### config.mk
export PLATFORM = sky130hd
export DESIGN_NAME = hilo_muldiv_flat
export DESIGN_NICKNAME = d
export VERILOG_FILES = /design/src/rtl/hilo_muldiv_pkg.sv /design/src/rtl/hilo_muldiv_if.sv /design/src/rtl/hilo_muldiv.sv /design/src/flat_wrapper.sv
export SDC_FILE = /design/constraint.sdc
export NUM_CORES = 1
export LEC_CHECK = 0
export BUFFER_PORTS_ARGS = -buffer_cell sky130_fd_sc_hd__buf_2
export CAP_MARGIN = 20
export CELL_PAD_IN_SITES_DETAIL_PLACEMENT = 1
export CELL_PAD_IN_SITES_GLOBAL_PLACEMENT = 2
export CORE_MARGIN = 5
export CORE_UTILIZATION = 36
export DETAILED_ROUTE_END_ITERATION = 7
export HOLD_SLACK_MARGIN = 0.02
export PLACE_DENSITY = 0.92
export SYNTH_ARGS = -nofsm -noshare
export SYNTH_HDL_FRONTEND = slang
export SYNTH_SLANG_ARGS = --single-unit
### constraint.sdc
create_clock -name clk -period 6.1 [get_ports clk]
set_input_delay 0.305 -clock clk [delete_from_list [all_inputs] [get_ports clk]]
set_output_delay 0.305 -clock clk [all_outputs]
set_load 0.05 [all_outputs]
### src/rtl/hilo_muldiv_pkg.sv
// Shared encodings for the HI/LO multiply/divide unit and the control unit that drives it.
// Holds the op codes, FSM state encoding, iteration count and a magnitude helper.
package hilo_muldiv_pkg;

  localparam logic OP_MULT = 1'b0;
  localparam logic OP_DIV  = 1'b1;

  localparam int ITER = 32;

  typedef enum logic [1:0] {
    IDLE   = 2'd0,
    MULT   = 2'd1,
    DIV    = 2'd2,
    FINISH = 2'd3
  } state_e;

  // Two's-complement magnitude; 0x80000000 maps to itself, read as unsigned 2^31.
  function automatic logic [31:0] abs32(input logic [31:0] x);
    return x[31] ? (~x + 32'd1) : x;
  endfunction

endpackage

### src/rtl/hilo_muldiv_if.sv
// Request/result bundle between the control unit (master) and the HI/LO unit (slave).
interface hilo_muldiv_if;
  logic        start;
  logic        op;
  logic [31:0] a_in;
  logic [31:0] b_in;
  logic [31:0] hi_out;
  logic [31:0] lo_out;
  logic        busy;
  logic        done;
  logic        div_zero;

  modport master (
    output start, op, a_in, b_in,
    input  hi_out, lo_out, busy, done, div_zero
  );

  modport slave (
    input  start, op, a_in, b_in,
    output hi_out, lo_out, busy, done, div_zero
  );
endinterface

### src/rtl/hilo_muldiv.sv
// Iterative signed MULT (radix-2 Booth) / DIV (restoring on magnitudes) producing HI and LO.
// Both datapaths share one working register and one iteration counter.
module hilo_muldiv
  import hilo_muldiv_pkg::*;
#(
  parameter int ITER = hilo_muldiv_pkg::ITER
) (
  input  logic          clk,
  input  logic          reset,
  hilo_muldiv_if.slave  bus
);

  localparam logic [5:0] LAST = 6'(ITER - 1);

  state_e      state, state_n;
  logic [5:0]  cnt, cnt_n;
  // Working register {hi33, lo32, q-1}: hi carries a guard bit so subtracting
  // a multiplicand of 0x80000000 cannot overflow; in DIV hi33 holds the partial remainder.
  logic [65:0] p, p_n;
  logic [31:0] m, m_n;
  logic        op_r, op_n;
  logic        neg_q, neg_q_n, neg_r, neg_r_n;
  logic [31:0] hi, hi_n, lo, lo_n;
  logic        busy_r, busy_n, done_r, done_n, dz_r, dz_n;

  logic [32:0] booth_hi;
  logic [32:0] shifted;
  logic [33:0] diff;
  logic        qbit;
  logic [32:0] rem;
  logic [31:0] quot, rmag;

  always_comb begin
    booth_hi = p[65:33];
    unique case (p[1:0])
      2'b01:   booth_hi = p[65:33] + {m[31], m};
      2'b10:   booth_hi = p[65:33] - {m[31], m};
      default: booth_hi = p[65:33];
    endcase

    shifted = {p[64:33], p[32]};
    diff    = {1'b0, shifted} - {2'b00, m};
    qbit    = ~diff[33];
    rem     = qbit ? diff[32:0] : shifted;

    quot = p[32:1];
    rmag = p[64:33];
  end

  // NOTE: every variable gets its hold/default value first so no path leaves it unassigned (no latch).
  always_comb begin
    state_n = state;
    cnt_n   = cnt;
    p_n     = p;
    m_n     = m;
    op_n    = op_r;
    neg_q_n = neg_q;
    neg_r_n = neg_r;
    hi_n    = hi;
    lo_n    = lo;
    done_n  = 1'b0;
    dz_n    = 1'b0;

    unique case (state)
      IDLE: begin
        if (bus.start) begin
          if (bus.op == OP_DIV && bus.b_in == 32'd0) begin
            dz_n = 1'b1;
          end else begin
            cnt_n   = 6'd0;
            op_n    = bus.op;
            neg_q_n = bus.a_in[31] ^ bus.b_in[31];
            neg_r_n = bus.a_in[31];
            if (bus.op == OP_MULT) begin
              state_n = MULT;
              m_n     = bus.a_in;
              p_n     = {33'd0, bus.b_in, 1'b0};
            end else begin
              state_n = DIV;
              m_n     = abs32(bus.b_in);
              p_n     = {33'd0, abs32(bus.a_in), 1'b0};
            end
          end
        end
      end

      MULT, DIV: begin
        if (state == MULT) p_n = {booth_hi[32], booth_hi, p[32:1]};
        else               p_n = {rem, p[31:1], qbit, 1'b0};
        if (cnt == LAST) state_n = FINISH;
        else             cnt_n   = cnt + 6'd1;
      end

      FINISH: begin
        state_n = IDLE;
        done_n  = 1'b1;
        if (op_r == OP_MULT) begin
          {hi_n, lo_n} = p[64:1];
        end else begin
          lo_n = neg_q ? (~quot + 32'd1) : quot;
          hi_n = neg_r ? (~rmag + 32'd1) : rmag;
        end
      end

      default: state_n = IDLE;
    endcase

    busy_n = (state_n != IDLE);
  end

  // NOTE: sequential state uses non-blocking assignments so all registers update together on the edge.
  always_ff @(posedge clk or negedge reset) begin
    if (!reset) begin
      state  <= IDLE;
      cnt    <= '0;
      p      <= '0;
      m      <= '0;
      op_r   <= OP_MULT;
      neg_q  <= 1'b0;
      neg_r  <= 1'b0;
      hi     <= '0;
      lo     <= '0;
      busy_r <= 1'b0;
      done_r <= 1'b0;
      dz_r   <= 1'b0;
    end else begin
      state  <= state_n;
      cnt    <= cnt_n;
      p      <= p_n;
      m      <= m_n;
      op_r   <= op_n;
      neg_q  <= neg_q_n;
      neg_r  <= neg_r_n;
      hi     <= hi_n;
      lo     <= lo_n;
      busy_r <= busy_n;
      done_r <= done_n;
      dz_r   <= dz_n;
    end
  end

  assign bus.hi_out   = hi;
  assign bus.lo_out   = lo;
  assign bus.busy     = busy_r;
  assign bus.done     = done_r;
  assign bus.div_zero = dz_r;

endmodule

### src/flat_wrapper.sv
// flat-port wrapper written by rule: the top's interface ports become plain ports
module hilo_muldiv_flat import hilo_muldiv_pkg::*;
#(
  parameter int ITER = hilo_muldiv_pkg::ITER
)
  (clk, reset, bus_start, bus_op, bus_a_in, bus_b_in, bus_hi_out, bus_lo_out, bus_busy, bus_done, bus_div_zero);
  hilo_muldiv_if bus_i ();
  input  logic clk;
  input  logic reset;
  input wire logic [$bits(bus_i.start)-1:0] bus_start;
  input wire logic [$bits(bus_i.op)-1:0] bus_op;
  input wire logic [$bits(bus_i.a_in)-1:0] bus_a_in;
  input wire logic [$bits(bus_i.b_in)-1:0] bus_b_in;
  output wire logic [$bits(bus_i.hi_out)-1:0] bus_hi_out;
  output wire logic [$bits(bus_i.lo_out)-1:0] bus_lo_out;
  output wire logic [$bits(bus_i.busy)-1:0] bus_busy;
  output wire logic [$bits(bus_i.done)-1:0] bus_done;
  output wire logic [$bits(bus_i.div_zero)-1:0] bus_div_zero;
  assign bus_i.start = bus_start;
  assign bus_i.op = bus_op;
  assign bus_i.a_in = bus_a_in;
  assign bus_i.b_in = bus_b_in;
  assign bus_hi_out = bus_i.hi_out;
  assign bus_lo_out = bus_i.lo_out;
  assign bus_busy = bus_i.busy;
  assign bus_done = bus_i.done;
  assign bus_div_zero = bus_i.div_zero;
  hilo_muldiv #(.ITER(ITER)) u_core (.clk(clk), .reset(reset), .bus(bus_i));
endmodule
==> qor.yml <==
status: "finished, final reports clean"
antenna_found_initial: 2
hp-class: "primary input to flop"
numCtsBuffers: 17
path_max_fanout: 6
min_from: "bus_start"
max-cap-violations: 0
first_iter_violations: 809
seq_area_frac_synth: 0.288
synth_xor_area_frac: 0.115
ant_nets: 0
cts.sinks: 176
worst_slack_ns: 1.20
ys_async_sr_fraction: 1.00
cts_tree: "done"
die_h_um: 216
critical_path.slowest_cell: "or4b_2"
synth-simple-area-share: 0.191
final_common_cell: "a21oi_1"
routedWlPerCell_um: 20.6
hold_path_depth: 3
rsz0062_at_grt: "false"
grt_pass1_vias: 15300
ctsRootBufferMaster: "clkbuf_16"
ys_dominant_reg_cell: "dfrtp_1"
synth_top_area_cell: "dfrtp_1"
synth.area.mux_share: 0.0429
fin_crit_ns: 4.90
routabilityCongestion: 0.964
maxSlewHeadroom: 0.245
io_pins: 135
reg2reg_to: "u_core.p[64]"
holdPathEnd: "u_core.bus.div_zero"
grt_usage: 0.228
rr_worst_depth: 18
grt_pass1_wl_um: 85400
vias_per_cell: 5.73
avgSynthCellArea_um2: 7.67
synth-edff-count: 0
final_cell_mix: "a21oi_1 (237), nand2_1 (222), nor2_1 (221)"
yosysWarnings: 0
fin_worst_skew_ns: 0.0129
cts_max_level: 4
tightest_slew_ns: 1.13
area_growth_pct: 10.7
tns_ns: 0
synth_compound_area_frac: 0.250
r2r_setup_slack_ns: 1.20
cp.required_ns: 6.46
clk_pin_slew_ns: 0.08
start_util: 0.364
row_count: 75
clockBufferDepth: 2
grt_max_degree: 70
place_ws_ns: 1.26
post_cts_resized: 0
vias: 14800
yosysUniqueCellTypes: 74
r2r-start: "u_core.m[1]"
drive_gt1_frac: 0.114
synth_fa_ha_area_frac: 0.0633
io_buffers: 134
final_max_slew_viol_count: 0
cp-end-kind: "flop"
insertion_delay_ns: 0.48
routed_wl_um: 53200
dpl.hpwl_um: 41000
fmax_mhz: 204
netlist_instances: 1991
die_w_um: 216
insertedDiodeCount: 0
fillers: 5155
synth-seq-cells: 176
synthTopCellsByArea: "dfrtp_1 (29%), a21oi_1 (7.8%), o21ai_0 (6.6%)"
dr.pass1.iters: 5
cp.arrival_ns: 5.27
nNetsFinal: 2178
synth_top_family_by_area: "compound AO/OA/AOI/OAI gates"
globalRouteOverflowTotal: 0
layout_worst_path_cycle_share: 0.804
crit_chain: "inv_1 -> ha_1 -> or4b_2 -> nor4_4 -> and4_1 -> nor2_1 -> xnor2_1 -> ha_1 -> a21o_1 -> a21o_1 -> nor3_1 -> nand3_1 -> a31oi_1 -> o21ai_0 -> a311o_1 -> xnor2_1 -> nand2_1 -> a32o_1"
synth_top_area_share: 0.288
netlist_area_um2: 15300
setup-violations-final: 0
hold_viol: 0
crit_type: "flop to flop"
core_um2: 41900
start_kind: "flop"
die_area_um2: 46600
drcViolationCount: 0
slowest_delay_ns: 0.70
syn_nets: 2135
-- state kept, by name, summed over array words and instances, names as in the netlist --
register / count
u_core.p: 66
u_core.bus.hi_out: 32
u_core.bus.lo_out: 32
u_core.m: 32
u_core.cnt: 6
u_core.state: 2
u_core.bus.busy: 1
u_core.bus.div_zero: 1
u_core.bus.done: 1
u_core.neg_q: 1
u_core.neg_r: 1
u_core.op_r: 1
-- area by class of cell --
class                      instances  area, um2  area share
multi-input combinational       1617      10100       0.600
sequential                       176       4400       0.261
timing repair buffer             150        802      0.0474
tap                              539        674      0.0399
clock buffer                      18        439      0.0260
inverter                          72        270      0.0160
clock inverter                    14        165     0.00977
-- stage by stage --
step	std cells	cell area [um2]	util	hold WS [ns]
after floorplan	1991	15300	-	0.00941
after global placement	2553	16300	0.388	0.327
after detailed placement	2553	16300	0.388	0.330
after CTS	2586	16900	0.403	0.149
after global routing	2586	16900	0.403	0.177
final	2586	16900	0.403	0.191
-- worst max path at each step --
stage / startpoint / to / slack [ns]
detailed placement: u_core.m[1] / u_core.p[64] / 1.26
finish: u_core.m[1] / u_core.p[64] / 1.20
CTS: u_core.m[1] / u_core.p[64] / 1.23
floorplan: u_core.m[1] / u_core.p[64] / 1.86
global route: u_core.m[1] / u_core.p[64] / 0.91
global placement: u_core.m[1] / u_core.p[64] / 1.41
-- cells by family after synthesis --
| family | Yosys count |
|---|---|
| buffers and inverters | 198 |
| AND/OR/NAND/NOR | 636 |
| adder cells (fa/ha/maj) | 76 |
| flip-flops | 176 |
| multiplexers | 63 |
| AO/OA/AOI/OAI | 642 |
| XOR/XNOR | 200 |
-- routing by layer --
| layer | global-route usage | part of all wire |
|---|---|---|
| met5 | 0 | 0.00039 |
| met4 | 0.0950 | 0.039 |
| met3 | 0.0374 | 0.045 |
| met2 | 0.359 | 0.45 |
| met1 | 0.311 | 0.47 |
-- Yosys cell counts, drive strengths merged, types with 6 or more instances --
library cell	number
and2	6
o21ai	200
buf	16
a21o	15
mux2	20
nor4	17
and3	20
o21bai	9
o211ai	23
or3	11
or4	18
nor3	31
a41oi	9
ha	74
o41ai	16
dfrtp	176
o31ai	24
nor2b	19
a31oi	20
a211oi	18
clkbuf	110
nand3	18
a21oi	238
xnor2	101
xor2	99
o21a	7
nand4	11
mux2i	43
a32o	10
or2	9
nand2	224
a21boi	6
nor2	221
and4	6
nand2b	12
inv	72
-- critical path, delay by kind of cell, from the launching register on --
kind                     cells  cell delay, ns
AO/OA/AOI/OAI                6            1.53
XOR/XNOR                     2            0.33
adder cells (fa/ha/maj)      2            0.44
buffers and inverters        1            0.13
flip-flops                   1            0.42
AND/OR/NAND/NOR              7            1.93
-- what timing repair did --
item | CTS | global route
hold buffers | 1 | 0
endpoints found under the hold margin | 57 | 0
setup buffers | 0 | 0
Power is left out: the tool's default activity adds up to more than one toggle a clock period on the data nets, which glitch-free logic cannot reach.
